$ cat src/rtl/c1571_pkg.sv
// rtl/c1571_pkg.sv - shared types and constants for the c1571 SD block-port arbiter
package c1571_pkg;

    localparam int MAX_DRIVES = 4;

    typedef enum logic [1:0] {
        IDLE = 2'd0,
        REQ  = 2'd1,
        XFER = 2'd2
    } arb_state_t;

    typedef enum logic {
        OP_RD = 1'b0,
        OP_WR = 1'b1
    } op_t;

endpackage

$ cat src/rtl/c1571_sd_arbiter_if.sv
// rtl/c1571_sd_arbiter_if.sv - host-side SD block port shared by all drives
interface c1571_sd_arbiter_if;

    logic [31:0] sd_lba;
    logic        sd_rd;
    logic        sd_wr;
    logic        sd_ack;
    logic        sd_buff_wr;
    logic [7:0]  sd_buff_din;

    // Arbiter side: issues block requests and supplies write data
    modport master (
        output sd_lba, sd_rd, sd_wr, sd_buff_din,
        input  sd_ack, sd_buff_wr
    );

    // Host side: acknowledges transfers and strobes the buffer
    modport slave (
        input  sd_lba, sd_rd, sd_wr, sd_buff_din,
        output sd_ack, sd_buff_wr
    );

endinterface

$ cat src/rtl/c1571_sd_arbiter_rr_pick.sv
// rtl/c1571_sd_arbiter_rr_pick.sv - combinational round-robin first-set-bit finder
module rr_pick
    import c1571_pkg::*;
#(
    parameter int N = MAX_DRIVES
) (
    input  logic [N-1:0] req,
    input  logic [1:0]   ptr,
    output logic [1:0]   idx,
    output logic         valid
);

    logic [2*N-1:0] dbl;
    logic [2*N-1:0] rot;

    assign dbl = {req, req};
    assign rot = dbl >> ptr;

    // Scan the rotated vector so bit 0 is the pointer position; first hit wins
    always_comb begin
        idx   = '0;
        valid = 1'b0;
        for (int k = 0; k < N; k++) begin
            if (!valid && rot[k]) begin
                valid = 1'b1;
                if (int'(ptr) + k >= N) begin
                    idx = 2'(int'(ptr) + k - N);
                end else begin
                    idx = 2'(int'(ptr) + k);
                end
            end
        end
    end

endmodule

$ cat src/rtl/c1571_sd_arbiter.sv
// rtl/c1571_sd_arbiter.sv - round-robin share of one SD block port between drives (option: SD_ARB_TIMEOUT_EN)
module c1571_sd_arbiter
    import c1571_pkg::*;
#(
    parameter int          NDRIVES        = 4,
    parameter int          GRANT_GAP      = 1,
    parameter logic [31:0] TIMEOUT_CYCLES = 32'd100000000
) (
    input  logic                   clk_sys,
    input  logic                   reset,
    input  logic [32*NDRIVES-1:0]  drv_lba,
    input  logic [NDRIVES-1:0]     drv_rd,
    input  logic [NDRIVES-1:0]     drv_wr,
    output logic [NDRIVES-1:0]     drv_ack,
    output logic [NDRIVES-1:0]     drv_buff_wr,
    input  logic [8*NDRIVES-1:0]   drv_buff_din,
    output logic [NDRIVES-1:0]     drv_err,
    c1571_sd_arbiter_if.master     sd,
    output logic                   busy,
    output logic [1:0]             owner
);

    localparam int GAP_W = (GRANT_GAP > 0) ? $clog2(GRANT_GAP + 1) : 1;

    arb_state_t        state, state_n;
    logic [1:0]        rr_ptr, rr_ptr_n;
    logic [1:0]        own_r, own_n;
    logic [31:0]       lba_r, lba_n;
    logic              rd_r, rd_n;
    logic              wr_r, wr_n;
    logic [GAP_W-1:0]  gap_r, gap_n;
    logic              ack_q;

    logic [NDRIVES-1:0] pend;
    logic [1:0]         pick_idx;
    logic               pick_valid;
    logic               own_pend;
    logic [1:0]         own_next;
    logic               to_hit;
    op_t                op_sel;

    assign pend     = drv_rd | drv_wr;
    assign own_pend = drv_rd[own_r] | drv_wr[own_r];
    assign own_next = (own_r == 2'(NDRIVES - 1)) ? 2'd0 : own_r + 2'd1;

    rr_pick #(.N(NDRIVES)) u_rr_pick (
        .req   (pend),
        .ptr   (rr_ptr),
        .idx   (pick_idx),
        .valid (pick_valid)
    );

`ifdef SD_ARB_TIMEOUT_EN
    logic [31:0]        to_cnt;
    logic [NDRIVES-1:0] err_q;
    logic [NDRIVES-1:0] own_onehot;

    assign to_hit = (state != IDLE) && (to_cnt == TIMEOUT_CYCLES - 32'd1);

    // One-hot of the current owner, used to steer the timeout pulse
    always_comb begin
        own_onehot        = '0;
        own_onehot[own_r] = 1'b1;
    end

    // Watchdog counts cycles spent in one busy state; any state change restarts it
    always_ff @(posedge clk_sys or posedge reset) begin
        if (reset) begin
            to_cnt <= '0;
            err_q  <= '0;
        end else begin
            if (state == IDLE || state_n != state) begin
                to_cnt <= '0;
            end else begin
                to_cnt <= to_cnt + 32'd1;
            end
            err_q <= to_hit ? own_onehot : '0;
        end
    end

    assign drv_err = err_q;
`else
    assign to_hit  = 1'b0;
    assign drv_err = '0;
`endif

    // State and datapath registers
    always_ff @(posedge clk_sys or posedge reset) begin
        if (reset) begin
            state  <= IDLE;
            rr_ptr <= '0;
            own_r  <= '0;
            lba_r  <= '0;
            rd_r   <= 1'b0;
            wr_r   <= 1'b0;
            gap_r  <= '0;
            ack_q  <= 1'b0;
        end else begin
            state  <= state_n;
            rr_ptr <= rr_ptr_n;
            own_r  <= own_n;
            lba_r  <= lba_n;
            rd_r   <= rd_n;
            wr_r   <= wr_n;
            gap_r  <= gap_n;
            ack_q  <= sd.sd_ack;
        end
    end

    // Next-state: grant in IDLE, wait for ack or withdrawal in REQ, wait for ack fall in XFER
    always_comb begin
        state_n  = state;
        rr_ptr_n = rr_ptr;
        own_n    = own_r;
        lba_n    = lba_r;
        rd_n     = rd_r;
        wr_n     = wr_r;
        gap_n    = gap_r;
        op_sel   = drv_wr[pick_idx] ? OP_WR : OP_RD;
        unique case (state)
            IDLE: begin
                if (gap_r != '0) begin
                    gap_n = gap_r - 1'b1;
                end else if (pick_valid) begin
                    own_n   = pick_idx;
                    lba_n   = drv_lba[32*pick_idx +: 32];
                    rd_n    = (op_sel == OP_RD);
                    wr_n    = (op_sel == OP_WR);
                    state_n = REQ;
                end
            end
            REQ: begin
                if (to_hit) begin
                    rd_n     = 1'b0;
                    wr_n     = 1'b0;
                    rr_ptr_n = own_next;
                    state_n  = IDLE;
                end else if (sd.sd_ack) begin
                    rd_n    = 1'b0;
                    wr_n    = 1'b0;
                    state_n = XFER;
                end else if (!own_pend) begin
                    rd_n    = 1'b0;
                    wr_n    = 1'b0;
                    state_n = IDLE;
                end
            end
            XFER: begin
                if (to_hit) begin
                    rr_ptr_n = own_next;
                    state_n  = IDLE;
                end else if (ack_q && !sd.sd_ack) begin
                    rr_ptr_n = own_next;
                    gap_n    = GAP_W'(GRANT_GAP);
                    state_n  = IDLE;
                end
            end
            default: state_n = IDLE;
        endcase
    end

    // Output routing: everything zero while idle, drive-side strobes only during XFER
    always_comb begin
        drv_ack     = '0;
        drv_buff_wr = '0;
        if (state == XFER) begin
            drv_ack[own_r]     = sd.sd_ack;
            drv_buff_wr[own_r] = sd.sd_buff_wr;
        end
    end

    assign busy           = (state != IDLE);
    assign owner          = busy ? own_r : 2'd0;
    assign sd.sd_lba      = busy ? lba_r : 32'd0;
    assign sd.sd_rd       = rd_r;
    assign sd.sd_wr       = wr_r;
    assign sd.sd_buff_din = busy ? drv_buff_din[8*own_r +: 8] : 8'd0;

endmodule

$ cat src/flat_wrapper.sv
// flat-port wrapper written by rule: the top's interface ports become plain ports
module c1571_sd_arbiter_flat import c1571_pkg::*;
#(
    parameter int          NDRIVES        = 4,
    parameter int          GRANT_GAP      = 1,
    parameter logic [31:0] TIMEOUT_CYCLES = 32'd100000000
)
  (clk_sys, reset, drv_lba, drv_rd, drv_wr, drv_ack, drv_buff_wr, drv_buff_din, drv_err, busy, owner, sd_sd_lba, sd_sd_rd, sd_sd_wr, sd_sd_buff_din, sd_sd_ack, sd_sd_buff_wr);
  c1571_sd_arbiter_if sd_i ();
  input  logic clk_sys;
  input  logic reset;
  input  logic [32*NDRIVES-1:0] drv_lba;
  input  logic [NDRIVES-1:0] drv_rd;
  input  logic [NDRIVES-1:0] drv_wr;
  output logic [NDRIVES-1:0] drv_ack;
  output logic [NDRIVES-1:0] drv_buff_wr;
  input  logic [8*NDRIVES-1:0] drv_buff_din;
  output logic [NDRIVES-1:0] drv_err;
  output logic busy;
  output logic [1:0] owner;
  output wire logic [$bits(sd_i.sd_lba)-1:0] sd_sd_lba;
  output wire logic [$bits(sd_i.sd_rd)-1:0] sd_sd_rd;
  output wire logic [$bits(sd_i.sd_wr)-1:0] sd_sd_wr;
  output wire logic [$bits(sd_i.sd_buff_din)-1:0] sd_sd_buff_din;
  input wire logic [$bits(sd_i.sd_ack)-1:0] sd_sd_ack;
  input wire logic [$bits(sd_i.sd_buff_wr)-1:0] sd_sd_buff_wr;
  assign sd_sd_lba = sd_i.sd_lba;
  assign sd_sd_rd = sd_i.sd_rd;
  assign sd_sd_wr = sd_i.sd_wr;
  assign sd_sd_buff_din = sd_i.sd_buff_din;
  assign sd_i.sd_ack = sd_sd_ack;
  assign sd_i.sd_buff_wr = sd_sd_buff_wr;
  c1571_sd_arbiter #(.NDRIVES(NDRIVES), .GRANT_GAP(GRANT_GAP), .TIMEOUT_CYCLES(TIMEOUT_CYCLES)) u_core (.clk_sys(clk_sys), .reset(reset), .drv_lba(drv_lba), .drv_rd(drv_rd), .drv_wr(drv_wr), .drv_ack(drv_ack), .drv_buff_wr(drv_buff_wr), .drv_buff_din(drv_buff_din), .drv_err(drv_err), .sd(sd_i), .busy(busy), .owner(owner));
endmodule
$ cat config.mk
export PLATFORM = sky130hd
export DESIGN_NAME = c1571_sd_arbiter_flat
export DESIGN_NICKNAME = d
export VERILOG_FILES = /design/src/rtl/c1571_pkg.sv /design/src/rtl/c1571_sd_arbiter_if.sv /design/src/rtl/c1571_sd_arbiter_rr_pick.sv /design/src/rtl/c1571_sd_arbiter.sv /design/src/flat_wrapper.sv
export SDC_FILE = /design/constraint.sdc
export NUM_CORES = 1
export LEC_CHECK = 0
export CORE_MARGIN = 10
export CORE_UTILIZATION = 65
export CTS_BUF_LIST = sky130_fd_sc_hd__clkbuf_8 sky130_fd_sc_hd__clkbuf_16
export DETAILED_ROUTE_END_ITERATION = 10
export DONT_BUFFER_PORTS = 1
export PLACE_DENSITY = 0.86
export SYNTH_ARGS = -nofsm -noshare
export SYNTH_HDL_FRONTEND = slang
export SYNTH_SLANG_ARGS = --single-unit
$ cat constraint.sdc
create_clock -name clk_sys -period 3.5 [get_ports clk_sys]
set_clock_uncertainty 0.15 [all_clocks]
set_input_delay 0.35 -clock clk_sys [delete_from_list [all_inputs] [get_ports clk_sys]]
set_output_delay 0.35 -clock clk_sys [all_outputs]
set_load 0.02 [all_outputs]
==> flow_summary.toml, run 1 <==
[logic_synthesis]
synth_area_per_cell_sq_um = 9.97
async_flop_share_pct = 100
yosys.area.top_type_share_pct = 33.5
yosys_register_bits = 42
post-synth-top-area-cell = "dfrtp_1"
yosysMostFrequentCell = "mux2i_1"
netlist_top_cells_area = "dfrtp_1 (33%), mux2i_1 (20%), o221ai_1 (9.2%), nor2b_1 (8.2%), mux4_2 (6.5%)"
synth.top_cells.by_count = "mux2i_1 (64), dfrtp_1 (42), nor2b_1 (41), nand2_1 (40), o221ai_1 (33)"
synth.yosys.warnings = 0
synthCells = 315
sequential_element_share_of_the_synthesized_area_pct = 33.5
synth_edf_count = 0
synth.lib_cells_used.distinct = 37
most_used_flip_flop_cell_after_synthesis = "dfrtp_1"
syn-cell-area_sq_um = 3140

[floorplan]
fp.dieW_microns = 89.5
number_of_rows_created_at_floorplan = 25
coreArea_sq_um = 4690
initial_utilization_pct = 66.9
die_height_microns = 89.5
boundaryPins = 229
fp.dieArea_sq_um = 8010

[timing]
worst_pin_slew_ns = 0.718
slew_violations = 0
hold-worst-slack_ns = 0.104
rsz0062_at_grt = "no"
post-route-period-util_pct = 70.9
post-route-min-period_ns = 2.48
clock.fmax_mhz = 403
max_slew_margin_pct = 52.1
timing.final.hold_violations = 0
setup_tns_ns = 0
setup-violations-final = 0

[power_and_ir_drop]
p_per_area_nw_per_um2 = 1080
switching_power_as_a_share_of_total_power_pct = 50.5
power.combinational.fraction_pct = 64.5
pwr-share-clk_pct = 8.7
power_report.internal_total_mw = 1.70
power_dissipated_by_switching_net_loads_mw = 1.74
vdd.ir_drop.worst_mv = 0.575
p_leak_nw = 1.56
power_frac_seq_pct = 26.8

[drt]
drt_first_pass_iters = 4
ant_nets = 0
drcViolationCount = 0
vias = 2479
routedWlPerCell_microns = 27.6
post_drt_via_cell_ratio = 6.92
drt_first_iter_violations = 156
total_wire_length_microns = 9880

[clock_tree]
clk_path_buf_depth = 2
clock-root-buffer = "clkbuf_8"
post-cts-setup-buffers = 0
cts_inserted_buffers = 5
post_cts_resized = 0
cts_tree = "yes"
cts.clk_slew.worst_paths_ns = 0.07
cts_max_level = 2
insertion_delay_ns = 0.28
cts.sink_count = 42

[outcome]
run_status = "complete, no violations"

[critical_path]
crit_arrival_ns = 2.46
reg2reg_from = "u_core.rr_ptr[0]"
r2r_setup_slack_ns = 1.02
timing_worst_setup_path_type = "reg -> reg"
r2r_cells = 6
worst_ep_required_time_ns = 3.48
endpoint = "u_core.lba_r[0]"
setup.worst_path.start = "u_core.rr_ptr[0]"
startpoint_type = "flip-flop"
reg2reg_to = "u_core.lba_r[0]"
crit_path_max_fanout = 48
critPathCaptureType = "flip-flop"

[global_routing]
groute.usage.overall_pct = 22.7
initial_antenna_violation_count = 0
vias_in_the_first_global_route = 2691
grt_start_max_net_pins = 49
wire_length_of_the_first_global_routing_pass_microns = 14100
overflow = 0

[run]
maxCapViolations = 0

[layout]
finish.net_count = 481
layout_overhead_on_the_synthesized_area_pct = 1.47
antennaDiodeCount = 0
post_route_cells_drive_above_1_share_pct = 8.55
final_core_util_pct = 67.9
filler_cell_count = 362

[placement]
dp_hpwl_microns = 8040
io_buffer_count = 0
gp_routability_congestion = 0.864

[min_path]
holdCritStartpoint = "sd_sd_ack"
timing.hold.worst.class = "in -> reg"
[through the flow]
| stage | std cells | instance area (sq um) | total power, mW | setup slack [ns] |
|---|---|---|---|---|
| 3_3_place_gp | 350 | 3080 | 3.10 | 1.11 |
| 3_5_place_dp | 350 | 3080 | 3.15 | 0.975 |
| 2_1_floorplan | 318 | 3150 | 2.85 | 1.63 |
| 5_1_grt | 358 | 3190 | 3.70 | 0.824 |
| 4_1_cts | 358 | 3190 | 3.46 | 1.04 |
| 6_report | 358 | 3190 | 3.44 | 1.02 |
[routing by layer]
metal	wire, microns	global-route usage [%]
met1	3230	22.7
met2	5140	40.5
met3	1300	11.0
met4	204	7.08
met5	0	0
[placed cells by master, fill, tap and decap left out, types with 3 or more instances in the layout]
cell,n
ha_1,4
nor2b_1,41
nand2_1,40
and3_1,9
o221ai_1,33
clkbuf_8,6
dfrtp_1,42
inv_1,5
mux2i_1,64
mux4_2,9
nor2_1,11
o21ai_0,3
buf_4,7
conb_1,4
[power groups by stage]
stage,clock network [mW],registers (mW),logic [mW]
floorplan,0,0.838,2.01
global placement,0,0.920,2.18
detailed placement,0,0.929,2.23
CTS,0.307,0.922,2.23
global route,0.331,0.955,2.42
finish,0.299,0.923,2.22
[critical path, stage by stage (launching register included)]
cell and delay, ns:
dfrtp_1 0.40, o21bai_1 0.19, o311ai_1 0.14, a21o_4 0.65, buf_4 0.37, mux2i_1 0.25
o221ai_1 0.15
[state kept, by name (all words and copies together), names as in the netlist]
| signal | cells |
|---|---|
| u_core.lba_r | 32 |
| u_core.own_r | 2 |
| u_core.rr_ptr | 2 |
| u_core.state | 2 |
| u_core.ack_q | 1 |
| u_core.gap_r | 1 |
| u_core.sd.sd_rd | 1 |
| u_core.sd.sd_wr | 1 |
[area by class of cell]
cell class | count | area, sq um | area share [%]
tap | 54 | 67.6 | 2.12
timing repair buffer | 9 | 72.6 | 2.28
multi-input combinational | 241 | 1890 | 59.3
sequential | 42 | 1050 | 33.0
clock buffer | 6 | 82.6 | 2.59
inverter | 6 | 22.5 | 0.707
[timing repair]
item,4_1_cts,5_1_grt
hold endpoints to repair,43,0
endpoints found under the setup margin,0,0
hold buffers,2,0
[worst min path at each step]
| stage | to | cells past startpoint |
|---|---|---|
| floorplan | u_core.ack_q | 0 |
| global placement | u_core.ack_q | 0 |
| detailed placement | u_core.ack_q | 0 |
| CTS | u_core.state[1] | 2 |
| global route | u_core.state[1] | 2 |
| finish | u_core.state[1] | 2 |
[cell families (layout without fill, tap and decap cells)]
kind of cell / count (synthesis) / in the layout / share of synthesized area (%)
simple gates: 109 / 109 / 17.6
flops: 42 / 42 / 33.5
fa+ha+maj: 4 / 4 / 1.59
buf+inv: 35 / 21 / 7.09
other cells: 1 / 4 / 0.119
mux: 74 / 74 / 27.2
compound gates: 50 / 50 / 12.9
Note: power is estimated with default switching activity, not from simulation.
==> run 2, diff against run 1 <==
- ABC_AREA: not set -> 1
- clock period: 3.5 -> 2.3 ns (I/O delays scaled with it)
==> run 2 against run 1 <==
Compared with the run above:
- sequential cell count stayed put
- clock power grew 49%
- via count rose by 87%
- die area grew 24%
- register-to-register slack lost 0.87 ns
- core utilization increased by 5.2 points
- highest routed layer unchanged
- hold slack worse by 0.078 ns
- global-route usage rose by 2.7 points
- first-iteration DRC count grew 86%
==> flow_summary.toml, run 2 <==
[global_routing]
initial_antenna_violation_count = 1
overflow = 0
grt_start_max_net_pins = 43
wire_length_of_the_first_global_routing_pass_microns = 21300
vias_in_the_first_global_route = 4438
groute.usage.overall_pct = 25.4

[timing]
worst_pin_slew_ns = 0.895
setup_tns_ns = 0
timing.final.hold_violations = 0
post-route-min-period_ns = 2.19
finalWorstSetupSlack_ns = 0.108
clock.fmax_mhz = 456
rsz0062_at_grt = "yes"
post-route-period-util_pct = 95.3
max_slew_margin_pct = 40.2
setup-violations-final = 0
slew_violations = 0

[floorplan]
initial_utilization_pct = 68.4
fp.dieArea_sq_um = 9920
fp.dieW_microns = 99.6
coreArea_sq_um = 6030
die_height_microns = 99.6
boundaryPins = 229
number_of_rows_created_at_floorplan = 28

[critical_path]
r2r_cells = 15
reg2reg_from = "u_core.rr_ptr[0]"
setup.worst_path.start = "u_core.own_r[1]"
critPathCaptureType = "output port"
worst_ep_required_time_ns = 1.92
timing_worst_setup_path_type = "reg -> out"
startpoint_type = "flip-flop"
r2r_setup_slack_ns = 0.15
crit_path_max_fanout = 13
crit_arrival_ns = 1.81

[outcome]
run_status = "complete, no violations"

[logic_synthesis]
syn-cell-area_sq_um = 4120
netlist_top_cells_area = "nand2_1 (27%), dfrtp_1 (26%), nand3_1 (14%), inv_1 (10%), nor2_1 (6.9%)"
most_used_flip_flop_cell_after_synthesis = "dfrtp_1"
synth_area_per_cell_sq_um = 5.44
sequential_element_share_of_the_synthesized_area_pct = 25.5
yosys_register_bits = 42
yosys.area_share.simple_pct = 50.7
synthCells = 758
synth.yosys.warnings = 0
synth_compound_area_share_pct = 4.62
yosys.area.top_type_share_pct = 27.1
dominant_combinational_cell_family_by_area_after_synthesis = "simple AND/OR/NAND/NOR gates"
synth_edf_count = 0
synth.top_cells.by_count = "nand2_1 (297), inv_1 (114), nand3_1 (112), nor2_1 (76), dfrtp_1 (42)"
synth-xor-area-share_pct = 0.213
post_synth_mux_area_share_pct = 0
synth.lib_cells_used.distinct = 25
post-synth-top-area-cell = "nand2_1"
async_flop_share_pct = 100
yosysMostFrequentCell = "nand2_1"
synthAdderAreaFrac_pct = 1.21

[clock_tree]
cts.clk_slew.worst_paths_ns = 0.08
clk_path_buf_depth = 2
cts_inserted_buffers = 5
insertion_delay_ns = 0.29
cts.sink_count = 42
cts_max_level = 2
cts_tree = "yes"
clock-root-buffer = "clkbuf_8"

[power_and_ir_drop]
vdd.ir_drop.worst_mv = 1.23
p_per_area_nw_per_um2 = 1850
total_power_mw = 8.16
p_leak_nw = 2.70

[drt]
total_wire_length_microns = 13600
drcViolationCount = 0
drt_first_pass_iters = 5
routedWlPerCell_microns = 16.2
drt_first_iter_violations = 290
ant_nets = 0
vias = 4636
post_drt_via_cell_ratio = 5.55

[layout]
final_common_cell = "nand2_1"
largest_reg_flops = 32
most-common-layout-cells = "nand2_1 (297), inv_1 (115), nand3_1 (112), nor2_1 (75), dfrtp_1 (41)"
final-seq-area_sq_um = 1050
post_route_cells_drive_above_1_share_pct = 7.64
layout_overhead_on_the_synthesized_area_pct = 6.83
filler_cell_count = 521
finish.net_count = 935
regMostFlops = "u_core.lba_r"
multiInputGateArea_sq_um = 2360

[placement]
dpl_worst_slack_ns = 0.0700
io_buffer_count = 0
dp_hpwl_microns = 10700
gp_routability_congestion = 0.863

[min_path]
timing.hold.worst.class = "in -> reg"
holdCritStartpoint = "sd_sd_ack"
hold-path-cell-count = 3

[run]
maxCapViolations = 0
run 2: cell types whose count changed after synthesis, sizes merged, moves of 23 or more:
cell,change
inv,+111
o221ai,-33
o21ai,+23
nor2b,-41
nand3,+115
nor2,+66
mux2i,-64
nand2,+261
run 2: cell families (layout without fill, tap and decap cells):
family                     count (synthesis)  in the layout
other                                      1              5
buffers and inverters                    167            165
DFF                                       42             42
xor gates and xnor gates                   1              1
adders and majority gates                  4              4
AOI/OAI and AO/OA                         38             38
and+or+nand+nor                          505            505
run 2: final timing paths:
path / endpoint
hold reg to reg: u_core.lba_r[25]
max in group asynchronous: u_core.rr_ptr[0]
setup / recovery: drv_ack[1]
hold / removal: u_core.rr_ptr[1]
min in group asynchronous: u_core.own_r[1]
setup reg to reg: u_core.sd.sd_wr
run 2: layout make-up:
| type | count | share of cell area, % |
|---|---|---|
| multi-input combinational | 552 | 53.6 |
| sequential | 42 | 23.9 |
| inverter | 118 | 10.1 |
| timing repair buffer | 40 | 8.47 |
| tap | 75 | 2.13 |
| clock buffer | 5 | 1.56 |
| clock inverter | 2 | 0.171 |
| antenna | 1 | 0.0569 |
run 2: per-layer routing:
| metal | up-vias | track usage, % | wire length, microns |
|---|---|---|---|
| met4 | 0 | 8.05 | 369 |
| met3 | 34 | 7.96 | 1480 |
| met5 | - | 0 | 0 |
| met2 | 283 | 45.1 | 6750 |
| li1 | 2282 | - | - |
| met1 | 2037 | 28.1 | 4950 |
run 2: worst max-delay path, cell delays in order (launching register included):
cell,delay (ns)
dfrtp_1,0.52
inv_1,0.37
ha_1,0.22
inv_1,0.05
nor3_1,0.19
buf_4,0.18
run 2: metrics by stage:
| stage | hold slack (ns) | util, % | cell area (sq um) | cells |
|---|---|---|---|---|
| 2_1_floorplan | 0.111 | - | 4130 | 761 |
| 3_3_place_gp | 0.112 | 71.2 | 4290 | 824 |
| 3_5_place_dp | 0.112 | 71.2 | 4290 | 824 |
| 4_1_cts | 0.0237 | 72.8 | 4390 | 833 |
| 5_1_grt | 0.0220 | 73.0 | 4400 | 835 |
| 6_report | 0.0256 | 73.0 | 4400 | 835 |
run 2: where the power goes:
| group | switching, mW | internal (mW) | total (mW) |
|---|---|---|---|
| clock network | 0.246 | 0.201 | 0.447 |
| logic | 4.25 | 2.09 | 6.34 |
| registers | 0.255 | 1.12 | 1.37 |
| total | 4.75 | 3.41 | 8.16 |
run 2: timing repair:
item	4_1_cts	5_1_grt
setup endpoints to repair	0	36
buffers inserted	0	1
hold endpoints to repair	44	0
gates resized for setup	0	3
hold buffers	2	0
==> run 3, diff against run 2 <==
- clock period: 2.3 -> 2.81 ns (I/O delays scaled with it)
==> run 3 against run 2 <==
Compared with the run above:
- register-to-register slack gained 0.13 ns
- cell count is 2.6% lower
- critical endpoint is now u_core.sd.sd_rd
- die area did not move
==> flow_summary.toml, run 3 (synthesis results as in run 2) <==
[critical_path]
critPathCaptureType = "flip-flop"
cp.buffers_inverters = 2
startpoint_type = "flip-flop"
critical_path.max_stage_delay_ns = 0.57
crit_path_frequent_cell = "nand2_1"
crit_arrival_ns = 2.57
timing_worst_setup_path_type = "reg -> reg"
cp_cell_sequence = "inv_4 > nand2_1 > nand2_1 > nand2_1 > nand2_2 > nand3_1 > nand3_1 > nand2_1 > nand2_2 > inv_2 > nand2_1 > nand3_1 > nand2_1"
cell_family_with_most_cp_delay = "simple AND/OR/NAND/NOR gates"
timing.critical_path.slowest_stage_cell = "dfrtp_1"
worst_ep_required_time_ns = 2.85
r2r_setup_slack_ns = 0.28
crit_path_max_fanout = 33

[clock_tree]
cts_max_level = 2
clk_path_buf_depth = 2
post-cts-setup-buffers = 0
cts.clk_slew.worst_paths_ns = 0.08
clock-root-buffer = "clkbuf_8"
insertion_delay_ns = 0.29
post_cts_resized = 0
cts_inserted_buffers = 5
cts.sink_count = 42
cts_tree = "yes"

[placement]
io_buffer_count = 0
gp_routability_congestion = 0.856
dpl_cell_area_sq_um = 4080
dp_hpwl_microns = 10400

[timing]
rsz0062_at_grt = "no"
post-route-min-period_ns = 2.53
post-route-period-util_pct = 90.1
slew_violations = 0
max_slew_margin_pct = 40.1
timing.final.hold_violations = 0
setup-violations-final = 0
hold-worst-slack_ns = 0.0769
clock.fmax_mhz = 395
worst_pin_slew_ns = 0.899
setup_tns_ns = 0

[layout]
regMostFlops = "u_core.lba_r"
final_core_util_pct = 69.2
finish.instance_area_sq_um = 4170
layout_overhead_on_the_synthesized_area_pct = 1.28
post_route_cells_drive_above_1_share_pct = 4.88
most-common-layout-cells = "nand2_1 (297), inv_1 (115), nand3_1 (112), nor2_1 (75), dfrtp_1 (42)"
largest_reg_flops = 32
finish.net_count = 914
final_common_cell = "nand2_1"
antennaDiodeCount = 0

[drt]
vias = 4541
drt_first_iter_violations = 261
routedWlPerCell_microns = 16.5
drt_first_pass_iters = 5
drcViolationCount = 0
ant_nets = 0
total_wire_length_microns = 13500
post_drt_via_cell_ratio = 5.59

[min_path]
timing.hold.worst.class = "in -> reg"

[global_routing]
initial_antenna_violation_count = 0
groute.usage.overall_pct = 25.1
grt_start_max_net_pins = 43
wire_length_of_the_first_global_routing_pass_microns = 21000
vias_in_the_first_global_route = 4328
overflow = 0

[power_and_ir_drop]
p_per_area_nw_per_um2 = 1480
p_leak_nw = 2.57
vdd.ir_drop.worst_mv = 0.875

[floorplan]
fp.dieW_microns = 99.6
coreArea_sq_um = 6030
number_of_rows_created_at_floorplan = 28
die_height_microns = 99.6
initial_utilization_pct = 68.4
boundaryPins = 229
fp.dieArea_sq_um = 9920

[run]
maxCapViolations = 0

[outcome]
run_status = "complete, no violations"
run 3: cell types whose count changed in the layout (fill, tap and decap cells not counted):
cell | before | now
buf_6 | 2 | 0
dfrtp_2 | 1 | 0
diode_2 | 1 | 0
buf_4 | 30 | 17
dfrtp_1 | 41 | 42
buf_12 | 5 | 0
clkbuf_2 | 1 | 0
run 3: final timing paths:
check,start,to,depth (start not counted)
max,u_core.rr_ptr[0],u_core.sd.sd_rd,13
min,sd_sd_ack,u_core.state[0],3
max reg2reg,u_core.rr_ptr[0],u_core.sd.sd_rd,13
min reg2reg,u_core.lba_r[15],u_core.lba_r[15],2
max in group asynchronous,reset,u_core.own_r[1],2
min in group asynchronous,reset,u_core.lba_r[6],2
run 3: layout make-up:
type                    count  area, sq um
inverters                 118          445
flip-flops and latches     42         1050
repair buffers             19          148
clock buffers               5         68.8
clock inverters             2         7.51
multi-input cells         552         2360
fillers                   553         1850
well taps                  75         93.8
run 3: stage by stage:
| step | total power [mW] | instances | setup WS (ns) |
|---|---|---|---|
| 2_1_floorplan | 5.08 | 761 | 0.677 |
| 3_3_place_gp | 5.62 | 804 | 0.491 |
| 3_5_place_dp | 5.78 | 804 | 0.355 |
| 4_1_cts | 6.17 | 813 | 0.312 |
| 5_1_grt | 6.87 | 813 | 0.00679 |
| 6_report | 6.18 | 813 | 0.278 |
run 3: power breakdown:
group          internal, mW  switching (mW)  total [mW]  leakage [nW]
Combinational          1.29            3.38        4.66          2.00
Sequential            0.911           0.240        1.15         0.524
Clock                 0.164           0.205       0.369        0.0466
Total                  2.36            3.82        6.18          2.57
run 3: what timing repair did:
item,4_1_cts,5_1_grt
endpoints found under the setup margin,0,0
hold buffers,2,0
hold endpoints to repair,44,0
run 3: routing by layer:
metal | vias up | track usage (%) | routed length, microns
li1 | 2234 | - | -
met2 | 261 | 45.7 | 6820
met4 | 0 | 6.95 | 257
met1 | 2022 | 27.4 | 4970
met5 | - | 0 | 0
met3 | 24 | 7.54 | 1400
run 3: worst reg2reg max path, delay by kind of cell, from the launching register on:
family / cells / cell delay, ns
flip-flops: 1 / 0.57
AND/OR/NAND/NOR: 11 / 1.09
buffers and inverters: 2 / 0.61
